**config.mk**
```make
export PLATFORM = sky130hd
export DESIGN_NAME = sdram_rd_capture
export DESIGN_NICKNAME = d
export VERILOG_FILES = /design/src/rtl/sdram_pkg.sv /design/src/rtl/sdram_fifo_fwft.sv /design/src/rtl/sdram_rd_capture.sv
export SDC_FILE = /design/constraint.sdc
export NUM_CORES = 1
export LEC_CHECK = 0
export ABC_CLOCK_PERIOD_IN_PS = 4400
export BUFFER_PORTS_ARGS = -buffer_cell sky130_fd_sc_hd__buf_2
export CAP_MARGIN = 30
export CORE_UTILIZATION = 50
export CTS_BUF_LIST = sky130_fd_sc_hd__clkbuf_2 sky130_fd_sc_hd__clkbuf_4 sky130_fd_sc_hd__clkbuf_8
export DETAILED_ROUTE_END_ITERATION = 8
export HOLD_SLACK_MARGIN = 0.12
export PLACE_DENSITY = 0.71
export SETUP_SLACK_MARGIN = 0.2
export SYNTH_ARGS = -nofsm -noshare
export SYNTH_HDL_FRONTEND = slang
export SYNTH_SLANG_ARGS = --single-unit
```
**constraint.sdc**
```tcl
create_clock -name CLK -period 4.4 [get_ports CLK]
set_clock_uncertainty 0.15 [all_clocks]
set_input_delay 0 -clock CLK [delete_from_list [all_inputs] [get_ports CLK]]
set_output_delay 0 -clock CLK [all_outputs]
set_load 0.03 [all_outputs]
```
**src/rtl/sdram_pkg.sv**
```systemverilog
// Shared SDRAM definitions: command encodings {cs_n, ras_n, cas_n, we_n},
// default timing parameters and the read-capture state type.
package sdram_pkg;

    localparam logic [3:0] CMD_MRS   = 4'b0000;
    localparam logic [3:0] CMD_AREF  = 4'b0001;
    localparam logic [3:0] CMD_PRE   = 4'b0010;
    localparam logic [3:0] CMD_ACT   = 4'b0011;
    localparam logic [3:0] CMD_WRITE = 4'b0100;
    localparam logic [3:0] CMD_READ  = 4'b0101;
    localparam logic [3:0] CMD_NOP   = 4'b0111;

    localparam int CAS_LAT_DEF   = 3;
    localparam int BURST_LEN_DEF = 4;

    typedef enum logic {
        CAP_IDLE = 1'b0,
        CAP_RUN  = 1'b1
    } cap_state_e;

    function automatic logic is_read(input logic [3:0] cmd);
        return cmd == CMD_READ;
    endfunction

endpackage

```
**src/rtl/sdram_fifo_fwft.sv**
```systemverilog
// Generic synchronous first-word-fall-through FIFO with sticky overflow.
// Pointers carry one extra wrap bit so full/empty come from the MSB.
module sdram_fifo_fwft #(
    parameter int DATA_W = 16,
    parameter int DEPTH  = 16,
    parameter int CNT_W  = 5
) (
    input  logic              CLK,
    input  logic              RSTn,
    input  logic              push,
    input  logic [DATA_W-1:0] din,
    input  logic              pop,
    output logic [DATA_W-1:0] dout,
    output logic              empty,
    output logic              full,
    output logic [CNT_W-1:0]  cnt,
    output logic              overflow
);

    localparam int AW = $clog2(DEPTH);

    logic [DATA_W-1:0] mem [DEPTH];
    logic [CNT_W-1:0]  wr_ptr;
    logic [CNT_W-1:0]  rd_ptr;
    logic              pop_ok;
    logic              push_ok;
    logic              drop;

    assign empty = wr_ptr == rd_ptr;
    assign full  = (wr_ptr[CNT_W-1] != rd_ptr[CNT_W-1]) &&
                   (wr_ptr[AW-1:0] == rd_ptr[AW-1:0]);
    assign cnt   = wr_ptr - rd_ptr;

    // A pop frees the slot the same cycle, so push on full+pop is kept.
    assign pop_ok  = pop && !empty;
    assign push_ok = push && (!full || pop_ok);
    assign drop    = push && full && !pop_ok;

    assign dout = empty ? '0 : mem[rd_ptr[AW-1:0]];

    always_ff @(posedge CLK) begin
        if (push_ok) begin
            mem[wr_ptr[AW-1:0]] <= din;
        end
    end

    always_ff @(posedge CLK or negedge RSTn) begin
        if (!RSTn) begin
            wr_ptr   <= '0;
            rd_ptr   <= '0;
            overflow <= 1'b0;
        end else begin
            if (push_ok) begin
                wr_ptr <= wr_ptr + CNT_W'(1);
            end
            if (pop_ok) begin
                rd_ptr <= rd_ptr + CNT_W'(1);
            end
            if (drop) begin
                overflow <= 1'b1;
            end
        end
    end

endmodule

```
**src/rtl/sdram_rd_capture.sv**
```systemverilog
// SDRAM read-data capture: snoops READ commands, samples dq after CAS latency
// into an FWFT FIFO. Optional pop-side pattern checker: SDRAM_RD_CHECK_EN.
module sdram_rd_capture
    import sdram_pkg::*;
#(
    parameter int DATA_W     = 16,
    parameter int CAS_LAT    = CAS_LAT_DEF,
    parameter int BURST_LEN  = BURST_LEN_DEF,
    parameter int FIFO_DEPTH = 16,
    parameter int CNT_W      = 5
) (
    input  logic              CLK,
    input  logic              RSTn,
    input  logic [3:0]        sd_cmd,
    input  logic [DATA_W-1:0] sdram_dq_in,
    input  logic              fifo_rd,
    output logic [DATA_W-1:0] fifo_dout,
    output logic              fifo_empty,
    output logic              fifo_full,
    output logic [CNT_W-1:0]  fifo_cnt,
    output logic              overflow,
    output logic              cap_busy
`ifdef SDRAM_RD_CHECK_EN
    ,
    output logic              chk_err,
    output logic [15:0]       chk_err_cnt,
    output logic [DATA_W-1:0] chk_exp
`endif
);

    localparam int BC_W = $clog2(BURST_LEN + 1);

    logic [CAS_LAT-1:0] dly;
    logic               dly_out;
    cap_state_e         state;
    cap_state_e         state_nx;
    logic [BC_W-1:0]    bcnt;
    logic [BC_W-1:0]    bcnt_nx;
    logic               cap_en;
    logic               cap_vld;
    logic [DATA_W-1:0]  cap_data;

    always_ff @(posedge CLK or negedge RSTn) begin
        if (!RSTn) begin
            dly <= '0;
        end else if (CAS_LAT > 1) begin
            dly <= {dly[CAS_LAT-2:0], is_read(sd_cmd)};
        end else begin
            dly <= is_read(sd_cmd);
        end
    end

    assign dly_out = dly[CAS_LAT-1];

    always_ff @(posedge CLK or negedge RSTn) begin
        if (!RSTn) begin
            state <= CAP_IDLE;
            bcnt  <= '0;
        end else begin
            state <= state_nx;
            bcnt  <= bcnt_nx;
        end
    end

    // A fresh delay-line pulse always restarts the burst (READ interrupt).
    always_comb begin
        state_nx = state;
        bcnt_nx  = bcnt;
        cap_en   = 1'b0;
        unique case (state)
            CAP_IDLE: begin
                if (dly_out) begin
                    state_nx = CAP_RUN;
                    bcnt_nx  = BC_W'(1);
                    cap_en   = 1'b1;
                end
            end
            CAP_RUN: begin
                if (dly_out) begin
                    bcnt_nx = BC_W'(1);
                    cap_en  = 1'b1;
                end else if (bcnt == BC_W'(BURST_LEN)) begin
                    state_nx = CAP_IDLE;
                    bcnt_nx  = '0;
                end else begin
                    bcnt_nx = bcnt + BC_W'(1);
                    cap_en  = 1'b1;
                end
            end
            default: begin
                state_nx = CAP_IDLE;
                bcnt_nx  = '0;
            end
        endcase
    end

    always_ff @(posedge CLK or negedge RSTn) begin
        if (!RSTn) begin
            cap_vld  <= 1'b0;
            cap_data <= '0;
        end else begin
            cap_vld <= cap_en;
            if (cap_en) begin
                cap_data <= sdram_dq_in;
            end
        end
    end

    assign cap_busy = (|dly) || (state == CAP_RUN);

    sdram_fifo_fwft #(
        .DATA_W (DATA_W),
        .DEPTH  (FIFO_DEPTH),
        .CNT_W  (CNT_W)
    ) u_fifo (
        .CLK      (CLK),
        .RSTn     (RSTn),
        .push     (cap_vld),
        .din      (cap_data),
        .pop      (fifo_rd),
        .dout     (fifo_dout),
        .empty    (fifo_empty),
        .full     (fifo_full),
        .cnt      (fifo_cnt),
        .overflow (overflow)
    );

`ifdef SDRAM_RD_CHECK_EN
    logic pop_ok;

    assign pop_ok = fifo_rd && !fifo_empty;

    always_ff @(posedge CLK or negedge RSTn) begin
        if (!RSTn) begin
            chk_err     <= 1'b0;
            chk_err_cnt <= '0;
            chk_exp     <= '0;
        end else if (pop_ok) begin
            chk_exp <= chk_exp + DATA_W'(1);
            if (fifo_dout != chk_exp) begin
                chk_err <= 1'b1;
                if (chk_err_cnt != 16'hFFFF) begin
                    chk_err_cnt <= chk_err_cnt + 16'd1;
                end
            end
        end
    end
`endif

endmodule

```
==> metrics.md, run 1 <==
| Metric | Value |
|---|---|
| Run status | `complete, no violations` |
| Top cell type's share of synthesized area | `~67%` |
| RSZ-0062 raised after global routing | `false` |
| Internal power | `6.58 mW` |
| Hold worst-path end | `u_fifo.rd_ptr[4]$_DFFE_PN0P_` |
| Post-synth ARST share | `11.7%` |
| ANT cells | `0` |
| Peak VDD IR | `roughly 0.97 mV` |
| GR Util All Layers | `21.9%` |
| Mapped Area | `11500 um2` |
| Setup TNS | `0 ps` |
| Syn avg cell area | `slightly above 20 um2` |
| RD Place Congestion | `just over 0.8` |
| Hold path start | `fifo_rd` |
| FF-to-FF End | `u_fifo.mem[15][11]$_DFFE_PP_` |
| Clock Tree Root | `clkbuf_8` |
| Nets | `723` |
| Slowest cell on crit path | `nand2_1` |
| Min Tclk post-route | `3260 ps` |
| RR Startpoint | `u_fifo.wr_ptr[2]$_DFFE_PN0P_` |
| F_max | `307 MHz` |
| Drt drc | `0` |
| DRT iter0 DRCs | `between 400 and 500` |
| First-pass GRT wire length | `~38000 um` |
| Vias in the first global route | `6381` |
| Flop pwr share | `around 43%` |
| Netlist cell types | `33` |
| CP Cell Sequence | `ha_1 -> and4_1 -> nand2_1 -> o21ai_1 -> a21oi_1 -> buf_2` |
| Mapped Cells | `559` |
| Register-to-register setup slack | `around 1400 ps` |
| Initial antenna violation count | `0` |
| Post-Syn Nets | `594` |
| EDFF count, synth | `256` |
| Die height | `154 um` |
| Maxcap violations | `0` |
| Slowest stage delay, CP | `640 ps` |
| Most Used Layer, Global Route | `met2` |
| # setup viols final | `0` |
| Fin. max-slew vios | `0` |
| Sw Share | `35.7%` |
| Synth warnings | `0` |
| CP Max Fanout | `21` |
| Final worst slack | `1140 ps` |
| Postcts setup bufs | `0` |
| GRT met2 Usage | `36.2%` |
| Via density per instance | `5.77` |
| CTS tree | `done` |
| Inserted Clock Buffers | `between 40 and 50` |
| Gr ovfl total | `0` |
| Die footprint | `~24000 um2` |
| Crit start category | `flip-flop` |
| PortBufs | `47` |
| Crit path DAT | `3110 ps` |
| Drt wl/cell | `24.1 um` |
| Setup crit end kind | `output port` |
| Hold Path Class | `primary input to flip-flop` |
| Area Overhead vs Synth | `17.4%` |
| Die Width | `~150 um` |
| Final worst-path cycle share | `roughly 74%` |
| Synth Register Bits | `290` |
| Top cell type by total area after synthesis | `edfxtp_1` |
| Row count | `55` |
| Fillers | `around 1600` |
| DP HPWL | `about 14000 um` |
| P_sw | `between 3 and 4 mW` |
| Comb pwr share | `35.2%` |
| Routed WL | `24300 um` |
| Synth Flop Type | `edfxtp_1` |
| H-tree depth | `2` |
| Max-slew headroom | `38.0%` |
| Clock power frac | `22.2%` |
| Setup WS pre-CTS | `1480 ps` |
| Vias post-DR | `a little under 6000` |
| Hold Path Depth | `4` |
| Endpoints failing hold | `0` |
| Met1 Usage GRT | `between 20% and 30%` |
| Clk slew on worst S/H paths | `70 ps` |
| Pin slew with the least headroom to its limit | `930 ps` |
| Clk buf depth | `3` |
| Synth area leaders | `edfxtp_1 67%, mux4_2 11%, dfrtp_1 7.4%` |
| Post-synthesis sequential area ratio | `74.4%` |
| M3 GR Usage | `3.66%` |
| Clock latency on the worst-skew pair | `~550 ps` |
| CP bufs+invs | `1` |
| CP delay by family, top | `simple AND/OR/NAND/NOR gates` |
| Largest net degree at the start of global routing | `52` |
| Total I/O pin count | `48` |
| P_leak | `about 4.7 nW` |
| DR pass1 iterations | `5` |
| Power per Cell Area | `roughly 760 nW/um2` |
| R2R depth | `5` |
| Core Box Area | `around 23000 um2` |
| Final core occ | `59.7%` |
| Crit Path Class | `flip-flop to output port` |
| Worst Path Required | `4250 ps` |
| Initial core utilization | `50.9%` |
| Post-route antenna net violation count | `0` |
| Share of layout cells above drive strength 1 | `between 30% and 40%` |
| Clock sinks | `290` |
==> tightest hold or removal path: stages <==
cell,delay (ps)
dlygate4sd3_1,540
buf_2,160
nand3_1,80
xnor2_1,60
==> Yosys cell counts (2+ instances only) <==
library cell and instances:
buf_6 4, a21o_1 3, edfxtp_1 256, inv_1 13
and3_1 2, a21oi_1 19, buf_2 16, o21ai_1 16
buf_1 2, mux4_1 6, nand4_1 3, mux4_2 58
ha_1 11, mux2_2 33, clkbuf_1 6, nand2b_1 3
xnor2_1 12, nand2_1 10, mux2i_1 17, nor2_1 15
nor3_1 5, dfrtp_1 34, o21ai_0 3, nand3_1 3
==> power groups by stage <==
stage | registers, mW | logic [mW] | clock network (mW)
finish | 4.36 | 3.60 | 2.27
CTS | 4.37 | 3.59 | 2.31
global route | 4.45 | 3.84 | 2.42
detailed placement | 4.42 | 3.54 | 0
floorplan | 4.17 | 2.65 | 0
global placement | 4.35 | 3.46 | 0
==> kinds of logic (layout without fill, tap and decap cells) <==
group / after synthesis / in the layout / synth area share (%)
flip-flops: 290 / 290 / 74.4
multiplexers: 114 / 114 / 17.5
AND/OR/NAND/NOR: 45 / 45 / 1.89
AO/OA/AOI/OAI: 43 / 43 / 1.99
buffers and inverters: 43 / 207 / 1.98
adder cells (fa/ha/maj): 12 / 12 / 1.37
XOR/XNOR: 12 / 12 / 0.916
==> metrics by stage <==
step                area (um2)  hold WS, ps  std cells  power [mW]
floorplan                11500         -446        559        6.81
global placement         12100         9.11        882        7.81
detailed placement       12100         14.1        884        7.96
CTS                      13400          149       1007        10.3
global route             13500          204       1008        10.7
finish                   13500          190       1008        10.2
==> area by class of cell <==
class | instances | area (um2) | area share, %
Multi-Input combinational cell | 226 | 2730 | 20.3
Sequential cell | 290 | 8540 | 63.4
Timing Repair Buffer | 111 | 876 | 6.50
Clock inverter | 25 | 185 | 1.37
Inverter | 14 | 52.6 | 0.390
Clock buffer | 57 | 728 | 5.40
Tap cell | 285 | 357 | 2.65
==> worst max path at each step <==
stage                                  endpoint                          from  depth (start not counted)
CTS                                fifo_dout[6]  u_fifo.wr_ptr[2]$_DFFE_PN0P_                          6
global route                      fifo_dout[11]  u_fifo.wr_ptr[2]$_DFFE_PN0P_                          6
detailed placement  u_fifo.mem[15][8]$_DFFE_PP_  u_fifo.wr_ptr[2]$_DFFE_PN0P_                          5
finish                            fifo_dout[11]  u_fifo.wr_ptr[2]$_DFFE_PN0P_                          6
floorplan            u_fifo.mem[3][0]$_DFFE_PP_  u_fifo.rd_ptr[3]$_DFFE_PN0P_                         10
global placement                   fifo_dout[4]  u_fifo.rd_ptr[1]$_DFFE_PN0P_                          6
==> what timing repair did <==
action,CTS,global route
hold endpoints to repair,61,0
resized for setup,0,0
hold buffers,41,0
==> cell usage in the layout (no fill, tap or decap), drive strengths merged, types with 2 or more instances in the layout <==
| cell type | instances |
|---|---|
| nand2b | 3 |
| mux4 | 64 |
| bufinv | 3 |
| nand4 | 3 |
| edfxtp | 256 |
| mux2i | 17 |
| clkbuf | 57 |
| dfrtp | 34 |
| clkinv | 21 |
| and3 | 2 |
| a21o | 3 |
| mux2 | 33 |
| dlygate4sd3 | 40 |
| inv | 14 |
| a21oi | 19 |
| xnor2 | 12 |
| o21ai | 19 |
| buf | 71 |
| nand2 | 10 |
| ha | 11 |
| nand3 | 3 |
| nor2 | 16 |
| nor3 | 5 |
==> registers in the layout (all words and copies together), names as in the netlist <==
name and cells:
bcnt 3, cap_data 16, cap_vld 1, dly 3
u_fifo.mem 256, u_fifo.overflow 1, u_fifo.rd_ptr 5, u_fifo.wr_ptr 5
==> routing by layer <==
layer | wire (um) | part of all wire (%)
met3 | 1400 | 5.8
met2 | 11800 | 48
met4 | 731 | 3.0
met5 | 0 | 0
met1 | 10400 | 43
No activity file was read; power rests on OpenSTA's default activity.
==> run 2, diff against run 1 <==
Settings changed: ABC_CLOCK_PERIOD_IN_PS 4400 to 2800, PLACE_DENSITY 0.71 to 0.73.
Clock period 4.4 ns to 2.8 ns, I/O delays scaled along.
==> run 2 against run 1 <==
Net effect:
- via count increased by 1.6%
- final cell count increased by 2.6%
- utilization increased by 3.6 points
- worst setup slack lost 1100 ps
- routed wire length barely moved
- first-iteration DRC count decreased by 14%
- power up 72%
- sequential share of layout area shrank 3.7 points
- combinational power up 100%
- critical path depth grew 1
- critical endpoint unchanged
==> metrics.md, run 2 (same netlist as run 1, synthesis figures left out) <==
| Metric | Value |
|---|---|
| CTS tree | `done` |
| Hold path start | `fifo_rd` |
| DR pass1 iterations | `5` |
| Setup crit end kind | `output port` |
| # setup viols final | `0` |
| CP delay by family, top | `multiplexers` |
| CP bufs+invs | `3` |
| RSZ-0062 raised after global routing | `true` |
| Maxcap violations | `0` |
| Commonest non-fill, non-tap cells in the layout | `256 x edfxtp_1, 63 x mux4_2, 49 x clkbuf_8` |
| Largest net degree at the start of global routing | `38` |
| Inserted Clock Buffers | `44` |
| P_leak | `5.00 nW` |
| Vias post-DR | `between 5000 and 6000` |
| Fillers | `1487` |
| Nets | `751` |
| Via density per instance | `5.71` |
| Run status | `complete, no violations` |
| Design area | `14300 um2` |
| Endpoints failing hold | `0` |
| RR Startpoint | `u_fifo.rd_ptr[1]$_DFFE_PN0P_` |
| Vias in the first global route | `6335` |
| Area Overhead vs Synth | `24.6%` |
| GR Util All Layers | `a little over a fifth` |
| Clk slew on worst S/H paths | `about 60 ps` |
| ANT cells | `0` |
| Fin. max-slew vios | `0` |
| H-tree depth | `2` |
| F_max | `approximately 360 MHz` |
| Post-route antenna net violation count | `0` |
| Clock sinks | `290` |
| Die Width | `154 um` |
| Commonest non-fill, non-tap cell in the layout | `edfxtp_1` |
| Slowest stage delay, CP | `490 ps` |
| First-pass GRT wire length | `about 36000 um` |
| RD Place Congestion | `roughly 0.90` |
| Die footprint | `23600 um2` |
| Pin slew with the least headroom to its limit | `626 ps` |
| Register-to-register setup slack | `270 ps` |
| Clock Tree Root | `clkbuf_8` |
| DRT iter0 DRCs | `413` |
| Power per Cell Area | `1230 nW/um2` |
| Setup TNS | `0 ps` |
| Row count | `55` |
| Max-slew headroom | `between 50% and 60%` |
| Drt drc | `0` |
| Worst Path Required | `~2700 ps` |
| Crit start category | `flip-flop` |
| Min Tclk post-route | `between 2000 and 3000 ps` |
| Share of layout cells above drive strength 1 | `about 41%` |
| Max reg flops | `roughly 260` |
| Peak VDD IR | `roughly 1.9 mV` |
| Placed Area | `12300 um2` |
| Clk buf depth | `3` |
| Initial antenna violation count | `0` |
| Final worst-path cycle share | `a little over nine tenths` |
| Crit Path Class | `flip-flop to output port` |
| PortBufs | `47` |
| Die height | `approximately 150 um` |
| Core Box Area | `between 20000 and 25000 um2` |
| Initial core utilization | `50.9%` |
| Hold Path Depth | `4` |
| Total I/O pin count | `48` |
| Drt wl/cell | `between 20 and 25 um` |
| Slowest cell on crit path | `dfrtp_4` |
| Hold worst-path end | `u_fifo.rd_ptr[4]$_DFFE_PN0P_` |
| Total Power | `17.5 mW` |
| FF-to-FF End | `u_fifo.mem[3][1]$_DFFE_PP_` |
| Routed WL | `around 24000 um` |
| Final hold slack | `~180 ps` |
| DP HPWL | `about 13000 um` |
| CP Max Fanout | `5` |
| CP Cell Sequence | `buf_12 -> clkbuf_16 -> mux4_2 -> mux2_2 -> o21ai_1 -> a21oi_1 -> buf_4` |
| Hold Path Class | `primary input to flip-flop` |
| Clock latency on the worst-skew pair | `550 ps` |
| Crit path DAT | `roughly 2600 ps` |
| Gr ovfl total | `0` |
| R2R depth | `9` |
[run 2: final cells by class]
type | count | area [um2] | area share [%]
Clock buffer | 59 | 749 | 5.24
Clock inverter | 20 | 138 | 0.963
Inverter | 14 | 60.1 | 0.420
Multi-Input combinational cell | 226 | 3030 | 21.2
Sequential cell | 290 | 8540 | 59.7
Tap cell | 285 | 357 | 2.49
Timing Repair Buffer | 140 | 1430 | 9.98
[run 2: worst max path at each step]
stage / endpoint / cells after the start / slack (ps) / startpoint
floorplan: u_fifo.mem[0][0]$_DFFE_PP_ / 10 / 170 / u_fifo.rd_ptr[3]$_DFFE_PN0P_
global placement: u_fifo.mem[9][3]$_DFFE_PP_ / 7 / 350 / u_fifo.rd_ptr[3]$_DFFE_PN0P_
detailed placement: u_fifo.mem[9][0]$_DFFE_PP_ / 7 / 240 / u_fifo.wr_ptr[0]$_DFFE_PN0P_
CTS: fifo_dout[6] / 6 / 60 / u_fifo.rd_ptr[1]$_DFFE_PN0P_
global route: fifo_dout[11] / 7 / 5 / u_fifo.rd_ptr[1]$_DFFE_PN0P_
finish: fifo_dout[11] / 7 / 40 / u_fifo.rd_ptr[1]$_DFFE_PN0P_
[run 2: metrics by stage]
step / utilization (%) / std cells / setup WS, ps
global route: 63.3 / 1034 / 4.90
detailed placement: 54.6 / 883 / 241
CTS: 61.5 / 1011 / 60.0
finish: 63.3 / 1034 / 37.6
floorplan: - / 559 / 167
global placement: 54.6 / 883 / 348
[run 2: where the power goes]
part	leakage [nW]	switching (mW)	internal, mW	total [mW]
Clock	0.459	1.55	1.92	3.47
Sequential	2.72	0.807	6.04	6.85
Combinational	1.82	3.91	3.32	7.23
[run 2: repair_timing]
action,CTS,global route
endpoints found under the hold margin,60,0
setup buffers,3,21
endpoints found under the setup margin,18,189
gates cloned,5,2
pin swaps,0,10
resized for setup,19,60
hold buffers,41,0
[run 2: per-layer routing]
layer | GRT usage (%) | vias up | share of wire (%)
met2 | 35.2 | 234 | 52
li1 | - | 2587 | -
met4 | 7.19 | 0 | 1.5
met3 | 4.31 | 33 | 6.3
met5 | 0 | - | 0
met1 | 27.2 | 3055 | 40
[run 2: worst reg2reg max path, cell delays in order (launching register included)]
cell,delay (ps)
dfrtp_4,490
buf_4,160
inv_1,120
ha_4,220
nand4_1,140
o31a_1,170
buf_6,200
nand2_8,90
nor3_4,150
buf_4,290
==> run 3, diff against run 2 <==
Settings changed: ABC_CLOCK_PERIOD_IN_PS 2800 to 2530, PLACE_DENSITY 0.73 to unset, PLACE_DENSITY_LB_ADDON set to 0.1.
Clock period 2.8 ns to 2.53 ns, I/O delays scaled along.
==> run 3 against run 2 <==
Net effect:
- the run now ends with negative setup slack left
- worst hold slack worse by 36 ps
- largest power group unchanged
- first-iteration DRC count is 23% higher
- die area stayed put
- utilization is 1.5 points higher
==> metrics.md, run 3 (same netlist as run 1, synthesis figures left out) <==
| Metric | Value |
|---|---|
| Run status | `finished with violations` |
| Failing checks | `negative setup slack` |
| Commonest non-fill, non-tap cells in the layout | `256 x edfxtp_1, 64 x mux4_2, 48 x clkbuf_8` |
| Final worst slack | `-156 ps` |
| Via density per instance | `5.78` |
| Flop pwr share | `37.6%` |
| Clock sinks | `290` |
| Min Tclk post-route | `approximately 2700 ps` |
| Fin. max-slew vios | `0` |
| Row count | `55` |
| PortBufs | `47` |
| Routed WL | `27100 um` |
| CP Max Fanout | `8` |
| Setup crit end kind | `output port` |
| P_sw | `7.28 mW` |
| Post-route antenna net violation count | `0` |
| H-tree depth | `2` |
| CTS tree | `done` |
| DP HPWL | `13800 um` |
| Peak VDD IR | `2.28 mV` |
| Maxcap violations | `0` |
| Nets | `756` |
| Hold path start | `sd_cmd[2]` |
| Drt drc | `0` |
| Internal power | `12.9 mW` |
| First-pass GRT wire length | `40400 um` |
| Die footprint | `between 20000 and 25000 um2` |
| Max-slew headroom | `59.7%` |
| Initial antenna violation count | `0` |
| Clk buf depth | `3` |
| Drt wl/cell | `26.1 um` |
| Initial core utilization | `roughly half` |
| GR Util All Layers | `24.0%` |
| Endpoints failing hold | `0` |
| Total I/O pin count | `48` |
| RD Place Congestion | `between 0.7 and 0.8` |
| Vias post-DR | `around 6000` |
| Clock latency on the worst-skew pair | `550 ps` |
| Placed Area | `around 13000 um2` |
| RSZ-0062 raised after global routing | `true` |
| Crit Path Class | `flip-flop to output port` |
| Hold worst-path end | `dly[0]$_DFF_PN0_` |
| Gr ovfl total | `0` |
| Inserted Clock Buffers | `46` |
| Final worst-path cycle share | `106%` |
| Worst Path Required | `about 2400 ps` |
| Design area | `14600 um2` |
| Max reg flops | `~260` |
| Die height | `154 um` |
| Comb pwr share | `43.8%` |
| Power per Cell Area | `~1400 nW/um2` |
| Vias in the first global route | `6381` |
| ANT cells | `0` |
| RR Startpoint | `u_fifo.rd_ptr[0]$_DFFE_PN0P_` |
| DR pass1 iterations | `5` |
| Crit start category | `flip-flop` |
| Hold Path Class | `primary input to flip-flop` |
| Sw Share | `36.1%` |
| Register-to-register setup slack | `210 ps` |
| Post-Layout Cell Count | `1039` |
| Core Box Area | `roughly 23000 um2` |
| Clock Tree Root | `clkbuf_8` |
| Final core occ | `64.8%` |
| Crit path DAT | `2540 ps` |
| R2R depth | `9` |
| Total Power | `20.1 mW` |
| FF-to-FF End | `u_fifo.mem[1][5]$_DFFE_PP_` |
| Share of layout cells above drive strength 1 | `44.6%` |
| # setup viols final | `16` |
| Fillers | `1528` |
| Area Overhead vs Synth | `27.4%` |
| DRT iter0 DRCs | `508` |
| P_leak | `5.12 nW` |
| Hold Path Depth | `3` |
| Commonest non-fill, non-tap cell in the layout | `edfxtp_1` |
| Die Width | `154 um` |
| Largest net degree at the start of global routing | `38` |
| F_max | `between 300 and 400 MHz` |
| Placed cell count | `890` |
| Clock power frac | `18.6%` |
| Clk slew on worst S/H paths | `~70 ps` |
| Pin slew with the least headroom to its limit | `604 ps` |
run 3: power by group through the flow:
stage | sequential [mW] | combinational, mW | clock (mW)
final | 7.57 | 8.82 | 3.76
after global routing | 7.71 | 9.35 | 4.02
after CTS | 7.60 | 8.26 | 3.81
after detailed placement | 7.66 | 6.84 | 0
after global placement | 7.57 | 6.77 | 0
after floorplan | 7.25 | 5.05 | 0
run 3: worst max-delay path by stage:
stage                     slack (ps)                    endpoint                    startpoint
after floorplan                 -100  u_fifo.mem[0][0]$_DFFE_PP_  u_fifo.rd_ptr[3]$_DFFE_PN0P_
after global placement           190               fifo_dout[10]  u_fifo.rd_ptr[1]$_DFFE_PN0P_
after detailed placement         180  u_fifo.mem[1][1]$_DFFE_PP_  u_fifo.wr_ptr[0]$_DFFE_PN0P_
after CTS                       -140                fifo_dout[2]  u_fifo.rd_ptr[1]$_DFFE_PN0P_
after global routing            -220                fifo_dout[5]  u_fifo.rd_ptr[1]$_DFFE_PN0P_
final                           -160                fifo_dout[5]  u_fifo.rd_ptr[1]$_DFFE_PN0P_
run 3: worst max-delay path, stage by stage, from the launching register on:
cell and delay (ps):
dfrtp_4 500, buf_6 140, buf_16 150, mux4_2 540
mux2_4 290, o21ai_2 120, a21oi_2 70, buf_6 170
run 3: final cells by class:
type,instances,area [um2],area share [%]
Clock buffer,63,767,5.24
Clock inverter,18,91.3,0.624
Inverter,14,60.1,0.411
Multi-Input combinational cell,226,3110,21.2
Sequential cell,290,8540,58.4
Tap cell,285,357,2.44
Timing Repair Buffer,143,1710,11.7
run 3: what timing repair did:
item                                    CTS  global route
setup buffers                            11             8
pin swaps                                 0             9
gates resized for setup                  68            43
cloned                                    7             1
hold endpoints to repair                 62             1
hold buffers                             41             1
endpoints found under the setup margin  100           147
run 3: per-stage QoR:
step / setup WS [ps] / TNS (ps) / hold WS [ps]
global placement: 193 / 0 / 2.02
CTS: -137 / -1930 / 151
finish: -156 / -1730 / 145
floorplan: -102 / -7330 / -446
detailed placement: 178 / 0 / 8.63
global route: -224 / -3030 / 123
run 3: per-layer routing:
| layer | share of wire, % | routed length (um) | GRT usage (%) |
|---|---|---|---|
| met1 | 42 | 11500 | 33.0 |
| met5 | 0 | 0 | 0 |
| met3 | 5.9 | 1590 | 4.40 |
| met4 | 1.6 | 441 | 6.33 |
| met2 | 50 | 13600 | 39.9 |
